[src/rtl/switch_pkg.sv]
// Shared switch-fabric definitions: default port count, port index type and cyclic index increment.
package switch_pkg;

  localparam int NUM_PORTS_DEFAULT = 4;
  localparam int PORT_IDX_W = $clog2(NUM_PORTS_DEFAULT);

  typedef logic [PORT_IDX_W-1:0] port_idx_t;

  // Explicit wrap so non-power-of-two port counts never rely on truncation.
  function automatic int wrap_inc(input int idx, input int n);
    return (idx >= n - 1) ? 0 : idx + 1;
  endfunction

endpackage

[src/rtl/rr_arbiter.sv]
// Combinational round-robin arbiter: first asserted request at or after ptr, searched cyclically.
module rr_arbiter
  import switch_pkg::*;
#(
  parameter int N = NUM_PORTS_DEFAULT,
  parameter type idx_t = port_idx_t
) (
  input  logic [N-1:0] req,
  input  idx_t         ptr,
  output logic         valid,
  output idx_t         idx
);

  idx_t cand;

  always_comb begin
    valid = 1'b0;
    idx   = '0;
    cand  = ptr;
    for (int k = 0; k < N; k++) begin
      if (!valid && req[cand]) begin
        valid = 1'b1;
        idx   = cand;
      end
      cand = idx_t'(wrap_inc(int'(cand), N));
    end
  end

endmodule

[src/rtl/voq_crossbar_scheduler.sv]
// Single-iteration iSLIP crossbar scheduler; each match is held until the egress port signals end of frame.
// Define SCHED_AGE_GUARD_EN to let inputs waiting AGE_LIMIT cycles jump ahead of the grant round-robin order.
module voq_crossbar_scheduler
  import switch_pkg::*;
#(
  parameter int  NUM_PORTS = NUM_PORTS_DEFAULT,
  parameter int  AGE_LIMIT = 16,
  localparam int IDX_W     = $clog2(NUM_PORTS)
) (
  input  logic                           switch_clk,
  input  logic                           switch_rst,
  input  logic [NUM_PORTS*NUM_PORTS-1:0] voq_req_i,
  input  logic [NUM_PORTS-1:0]           egress_ready_i,
  input  logic [NUM_PORTS-1:0]           xfer_done_i,
  output logic [NUM_PORTS-1:0]           grant_valid_o,
  output logic [NUM_PORTS*IDX_W-1:0]     grant_out_o,
  output logic [NUM_PORTS-1:0]           out_busy_o
);

  typedef logic [IDX_W-1:0] idx_t;

  logic [NUM_PORTS-1:0] busy_reg, busy_next;
  logic [NUM_PORTS-1:0] matched_reg, matched_next;
  idx_t owner_reg [NUM_PORTS];
  idx_t owner_next [NUM_PORTS];
  idx_t dest_reg [NUM_PORTS];
  idx_t dest_next [NUM_PORTS];
  idx_t gptr_reg [NUM_PORTS];
  idx_t gptr_next [NUM_PORTS];
  idx_t aptr_reg [NUM_PORTS];
  idx_t aptr_next [NUM_PORTS];

  logic [NUM_PORTS-1:0] out_elig;
  logic [NUM_PORTS-1:0] grant_req [NUM_PORTS];
  logic [NUM_PORTS-1:0] rr_valid;
  idx_t                 rr_idx [NUM_PORTS];
  logic [NUM_PORTS-1:0] gnt_valid;
  idx_t                 gnt_idx [NUM_PORTS];
  logic [NUM_PORTS-1:0] acc_req [NUM_PORTS];
  logic [NUM_PORTS-1:0] acc_valid;
  idx_t                 acc_idx [NUM_PORTS];

  assign out_elig = ~busy_reg & egress_ready_i;

  // grant_req is indexed [output][input]; acc_req is indexed [input][output].
  always_comb begin
    for (int j = 0; j < NUM_PORTS; j++) begin
      for (int i = 0; i < NUM_PORTS; i++) begin
        grant_req[j][i] = voq_req_i[i*NUM_PORTS + j] && !matched_reg[i] && out_elig[j];
      end
    end
  end

  always_comb begin
    for (int i = 0; i < NUM_PORTS; i++) begin
      for (int j = 0; j < NUM_PORTS; j++) begin
        acc_req[i][j] = gnt_valid[j] && (gnt_idx[j] == idx_t'(i));
      end
    end
  end

  for (genvar gi = 0; gi < NUM_PORTS; gi++) begin : g_port
    rr_arbiter #(.N(NUM_PORTS), .idx_t(idx_t)) u_grant_arb (
      .req   (grant_req[gi]),
      .ptr   (gptr_reg[gi]),
      .valid (rr_valid[gi]),
      .idx   (rr_idx[gi])
    );
    rr_arbiter #(.N(NUM_PORTS), .idx_t(idx_t)) u_accept_arb (
      .req   (acc_req[gi]),
      .ptr   (aptr_reg[gi]),
      .valid (acc_valid[gi]),
      .idx   (acc_idx[gi])
    );
    assign grant_out_o[gi*IDX_W +: IDX_W] = dest_reg[gi];
  end

`ifdef SCHED_AGE_GUARD_EN
  localparam int WAIT_W = $clog2(AGE_LIMIT + 1);

  logic [WAIT_W-1:0]    wait_cnt_reg [NUM_PORTS];
  logic [WAIT_W-1:0]    wait_cnt_next [NUM_PORTS];
  logic [NUM_PORTS-1:0] aged;

  always_comb begin
    for (int i = 0; i < NUM_PORTS; i++) begin
      aged[i] = (wait_cnt_reg[i] == WAIT_W'(AGE_LIMIT));
    end
    for (int j = 0; j < NUM_PORTS; j++) begin
      gnt_valid[j] = rr_valid[j];
      gnt_idx[j]   = rr_idx[j];
      // Descending scan so the lowest-index aged requester is the one left standing.
      for (int i = NUM_PORTS - 1; i >= 0; i--) begin
        if (grant_req[j][i] && aged[i]) begin
          gnt_valid[j] = 1'b1;
          gnt_idx[j]   = idx_t'(i);
        end
      end
    end
    for (int i = 0; i < NUM_PORTS; i++) begin
      wait_cnt_next[i] = wait_cnt_reg[i];
      if (acc_valid[i]) begin
        wait_cnt_next[i] = '0;
      end else if (!matched_reg[i] && !aged[i] &&
                   |(voq_req_i[i*NUM_PORTS +: NUM_PORTS] & out_elig)) begin
        wait_cnt_next[i] = wait_cnt_reg[i] + 1'b1;
      end
    end
  end

  always_ff @(posedge switch_clk) begin
    for (int i = 0; i < NUM_PORTS; i++) begin
      wait_cnt_reg[i] <= switch_rst ? '0 : wait_cnt_next[i];
    end
  end
`else
  logic unused_age_limit;
  assign unused_age_limit = (AGE_LIMIT != 0);
  assign gnt_valid = rr_valid;
  assign gnt_idx   = rr_idx;
`endif

  // Completions and new matches touch disjoint ports: done needs busy, accept needs free.
  always_comb begin
    busy_next    = busy_reg;
    matched_next = matched_reg;
    owner_next   = owner_reg;
    dest_next    = dest_reg;
    gptr_next    = gptr_reg;
    aptr_next    = aptr_reg;
    for (int j = 0; j < NUM_PORTS; j++) begin
      if (xfer_done_i[j] && busy_reg[j]) begin
        busy_next[j]               = 1'b0;
        matched_next[owner_reg[j]] = 1'b0;
        dest_next[owner_reg[j]]    = '0;
      end
    end
    for (int i = 0; i < NUM_PORTS; i++) begin
      if (acc_valid[i]) begin
        matched_next[i]          = 1'b1;
        dest_next[i]             = acc_idx[i];
        busy_next[acc_idx[i]]    = 1'b1;
        owner_next[acc_idx[i]]   = idx_t'(i);
        gptr_next[acc_idx[i]]    = idx_t'(wrap_inc(i, NUM_PORTS));
        aptr_next[i]             = idx_t'(wrap_inc(int'(acc_idx[i]), NUM_PORTS));
      end
    end
  end

  always_ff @(posedge switch_clk) begin
    if (switch_rst) begin
      busy_reg    <= '0;
      matched_reg <= '0;
      for (int i = 0; i < NUM_PORTS; i++) begin
        owner_reg[i] <= '0;
        dest_reg[i]  <= '0;
        gptr_reg[i]  <= '0;
        aptr_reg[i]  <= '0;
      end
    end else begin
      busy_reg    <= busy_next;
      matched_reg <= matched_next;
      owner_reg   <= owner_next;
      dest_reg    <= dest_next;
      gptr_reg    <= gptr_next;
      aptr_reg    <= aptr_next;
    end
  end

  assign grant_valid_o = matched_reg;
  assign out_busy_o    = busy_reg;

endmodule

[config.mk]
export PLATFORM = sky130hd
export DESIGN_NAME = voq_crossbar_scheduler
export DESIGN_NICKNAME = d
export VERILOG_FILES = /design/src/rtl/switch_pkg.sv /design/src/rtl/rr_arbiter.sv /design/src/rtl/voq_crossbar_scheduler.sv
export SDC_FILE = /design/constraint.sdc
export NUM_CORES = 1
export LEC_CHECK = 0
export BUFFER_PORTS_ARGS = -buffer_cell sky130_fd_sc_hd__buf_2
export CORE_MARGIN = 5
export CORE_UTILIZATION = 45
export CTS_CLUSTER_DIAMETER = 80
export DETAILED_ROUTE_END_ITERATION = 10
export PLACE_DENSITY_LB_ADDON = 0.3
export SETUP_SLACK_MARGIN = 0.15
export SLEW_MARGIN = 20
export SYNTH_ARGS = -nofsm -noshare
export SYNTH_HDL_FRONTEND = slang
export SYNTH_SLANG_ARGS = --single-unit
[constraint.sdc]
create_clock -name switch_clk -period 9.5 [get_ports switch_clk]
set_input_delay 1.425 -clock switch_clk [delete_from_list [all_inputs] [get_ports switch_clk]]
set_output_delay 1.425 -clock switch_clk [all_outputs]
set_load 0.01 [all_outputs]
==> flow_summary.yaml <==
worst_setup_path:
  startpoint_type: "input pin"
  cp_cell_sequence: "buf_2 > nor4bb_2 > mux4_2 > a21oi_2 > o22a_1 > a221oi_1 > nor2_2 > o31ai_1 > inv_1 > ha_1 > inv_1 > a211oi_1 > nor3_1 > a222oi_1 > a211oi_1"
  critical_path_buf_inv_count: 3
  critical_path_class: "input pin to flip-flop"
  required_ns: 9.70
  cpPeakStageDelay_ns: 0.83
  crit_path_end_kind: "flip-flop"
  worstPathArrival_ns: 6.13
  critical_path.top_delay_family: "compound AO/OA/AOI/OAI gates"
  r2r_slack_ns: 4.29
  slowest_stage: "a221oi_1"
  cp_max_fo: 9
routing:
  drtIter0Drc: 569
  vias: 5260
  postRouteAntennaNets: 0
  post-route-drc-count: 0
  vias_per_cell: 6.73
  firstDrtPassIters: 6
  routed_wl_microns: 15300
  wl_per_cell_microns: 19.5
finish:
  diodes: 0
  layout.nets: 691
  drive_gt1_share_pct: 16.4
  final_cell_mix: "nor2_1, a21oi_1, nand2_1"
  area_delta_synth_final_pct: 5.90
  fill_cells: 1132
outcome:
  status: "completed"
synthesis:
  synth_flop_cell: "dfxtp_1"
  synth_edf_count: 0
  synthCells: 627
  synth_area_sq_um: 4900
  synth_warnings: 0
  synth.avg_cell_area_sq_um: 7.81
  synth_top_area_share_pct: 16.4
  ys_top_cells_by_area: "dfxtp_1, ha_1, a21oi_1"
  yosysSeqAreaShare_pct: 16.4
  yosysTopAreaCell: "dfxtp_1"
  async_flop_share_pct: 0
  syn_nets: 677
  synth_cell_type_count: 93
  synth.ff_latch_count: 40
clock_tree:
  ctsRootBufferMaster: "clkbuf_8"
  ctsHtreeMaxLevel: 2
  post_cts_resize_count: 0
  clk_pin_slew_ns: 0.08
  cts_tree: "done"
  hold_buffers: 0
  post-cts-setup-buffers: 0
  cts_buffers: 5
  clkLatencyLatePin_ns: 0.29
  cts_sinks: 40
  clockBufferDepth: 2
grt:
  grt_overflow: 0
  track_usage_pct: 22.7
  antenna_found_initial: 1
  grt_max_degree: 35
  grt_pass1_wl_microns: 24400
  grt_pass1_vias: 4821
die:
  core-area_sq_um: 10700
  io_pins: 42
  row_count: 38
  start_util_pct: 45.6
  design.die.area_sq_um: 13100
  die_w_microns: 114
  die_h_microns: 114
place:
  port_buffers: 41
  detailed_place_hpwl_microns: 11600
  routabilityCongestion: 0.944
timing:
  min_period_over_period_pct: 62.3
  final_max_slew_viol_count: 0
  worstMarginPinSlew_ns: 0.909
  fin_worst_skew_ns: 0.00469
  setup_tns_ns: 0
  setup_violations: 0
  max_slew_margin_pct: 39.2
  max_freq_ghz: 0.169
  period_needed_ns: 5.92
  hold_violations: 0
  rsz0062_at_grt: "no"
hold_path:
  hp-class: "flip-flop to flip-flop"
job:
  drv_cap: 0
[final cells by class]
type                       count  area [sq um]  share of cell area, %
clock buffer                   5          68.8                   1.33
inverter                      34           128                   2.46
sequential                    40           801                   15.4
clock inverter                 2          12.5                  0.241
multi-input combinational    519          3790                   73.2
tap                          140           175                   3.38
timing repair buffer          41           205                   3.96
[worst min-delay path: cells and delay by family (launching register included)]
family | cells | cell delay, ns
AND/OR/NAND/NOR | 1 | 0.06
AO/OA/AOI/OAI | 1 | 0.06
flip-flops | 1 | 0.31
[per-layer routing]
layer / vias to the layer above / routed length, microns / global-route usage (%) / part of all wire, %
li1: 2484 / - / - / -
met1: 2506 / 6750 / 31.4 / 44
met3: 25 / 1210 / 2.85 / 7.9
met5: - / 0 / 0 / 0
met4: 0 / 350 / 7.76 / 2.3
met2: 245 / 6950 / 36.5 / 46
[cells by family (layout without fill, tap and decap cells)]
group | count (synthesis) | in the layout | share of synthesized area [%]
simple gates | 248 | 248 | 29.5
compound gates | 223 | 223 | 34.3
fa+ha+maj | 26 | 26 | 6.54
buf+inv | 68 | 82 | 6.39
xor+xnor | 1 | 1 | 0.179
mux | 21 | 21 | 6.67
flops | 40 | 40 | 16.4
[through the flow]
step,hold slack [ns],cells,utilization (%),setup slack (ns),area [sq um]
2_1_floorplan,0.492,627,-,4.63,4900
3_3_place_gp,0.457,774,47.4,3.39,5090
3_5_place_dp,0.466,774,47.4,3.11,5090
4_1_cts,0.487,781,48.1,3.39,5170
5_1_grt,0.514,781,48.3,3.27,5180
6_report,0.482,781,48.3,3.58,5180
[final timing paths]
check	from	to	cells past startpoint
max	egress_ready_i[1]	owner_reg[6]	15
min	grant_out_o[4]	grant_out_o[4]	2
max reg2reg	grant_valid_o[1]	owner_reg[6]	14
min reg2reg	grant_out_o[4]	grant_out_o[4]	2
[cells in the mapped netlist (7+ instances only)]
library cell	count
nor4bb_1	7
a222oi_1	8
nor2b_1	7
clkbuf_1	9
a22o_1	7
mux2i_1	9
a31oi_1	7
buf_2	16
nor4_1	7
ha_1	24
o21ai_0	24
nor3_1	28
nand2_1	44
or2_2	7
mux4_2	9
o21a_1	9
a21oi_1	56
inv_1	32
o22ai_1	10
dfxtp_1	40
nor2_1	56
nand2b_1	9
nand4_1	7
nand3_1	19
a211oi_1	14
nand4bb_1	12
Power is not shown: default switching activity piles up to over one toggle a cycle in this logic, so the estimate is an artifact.
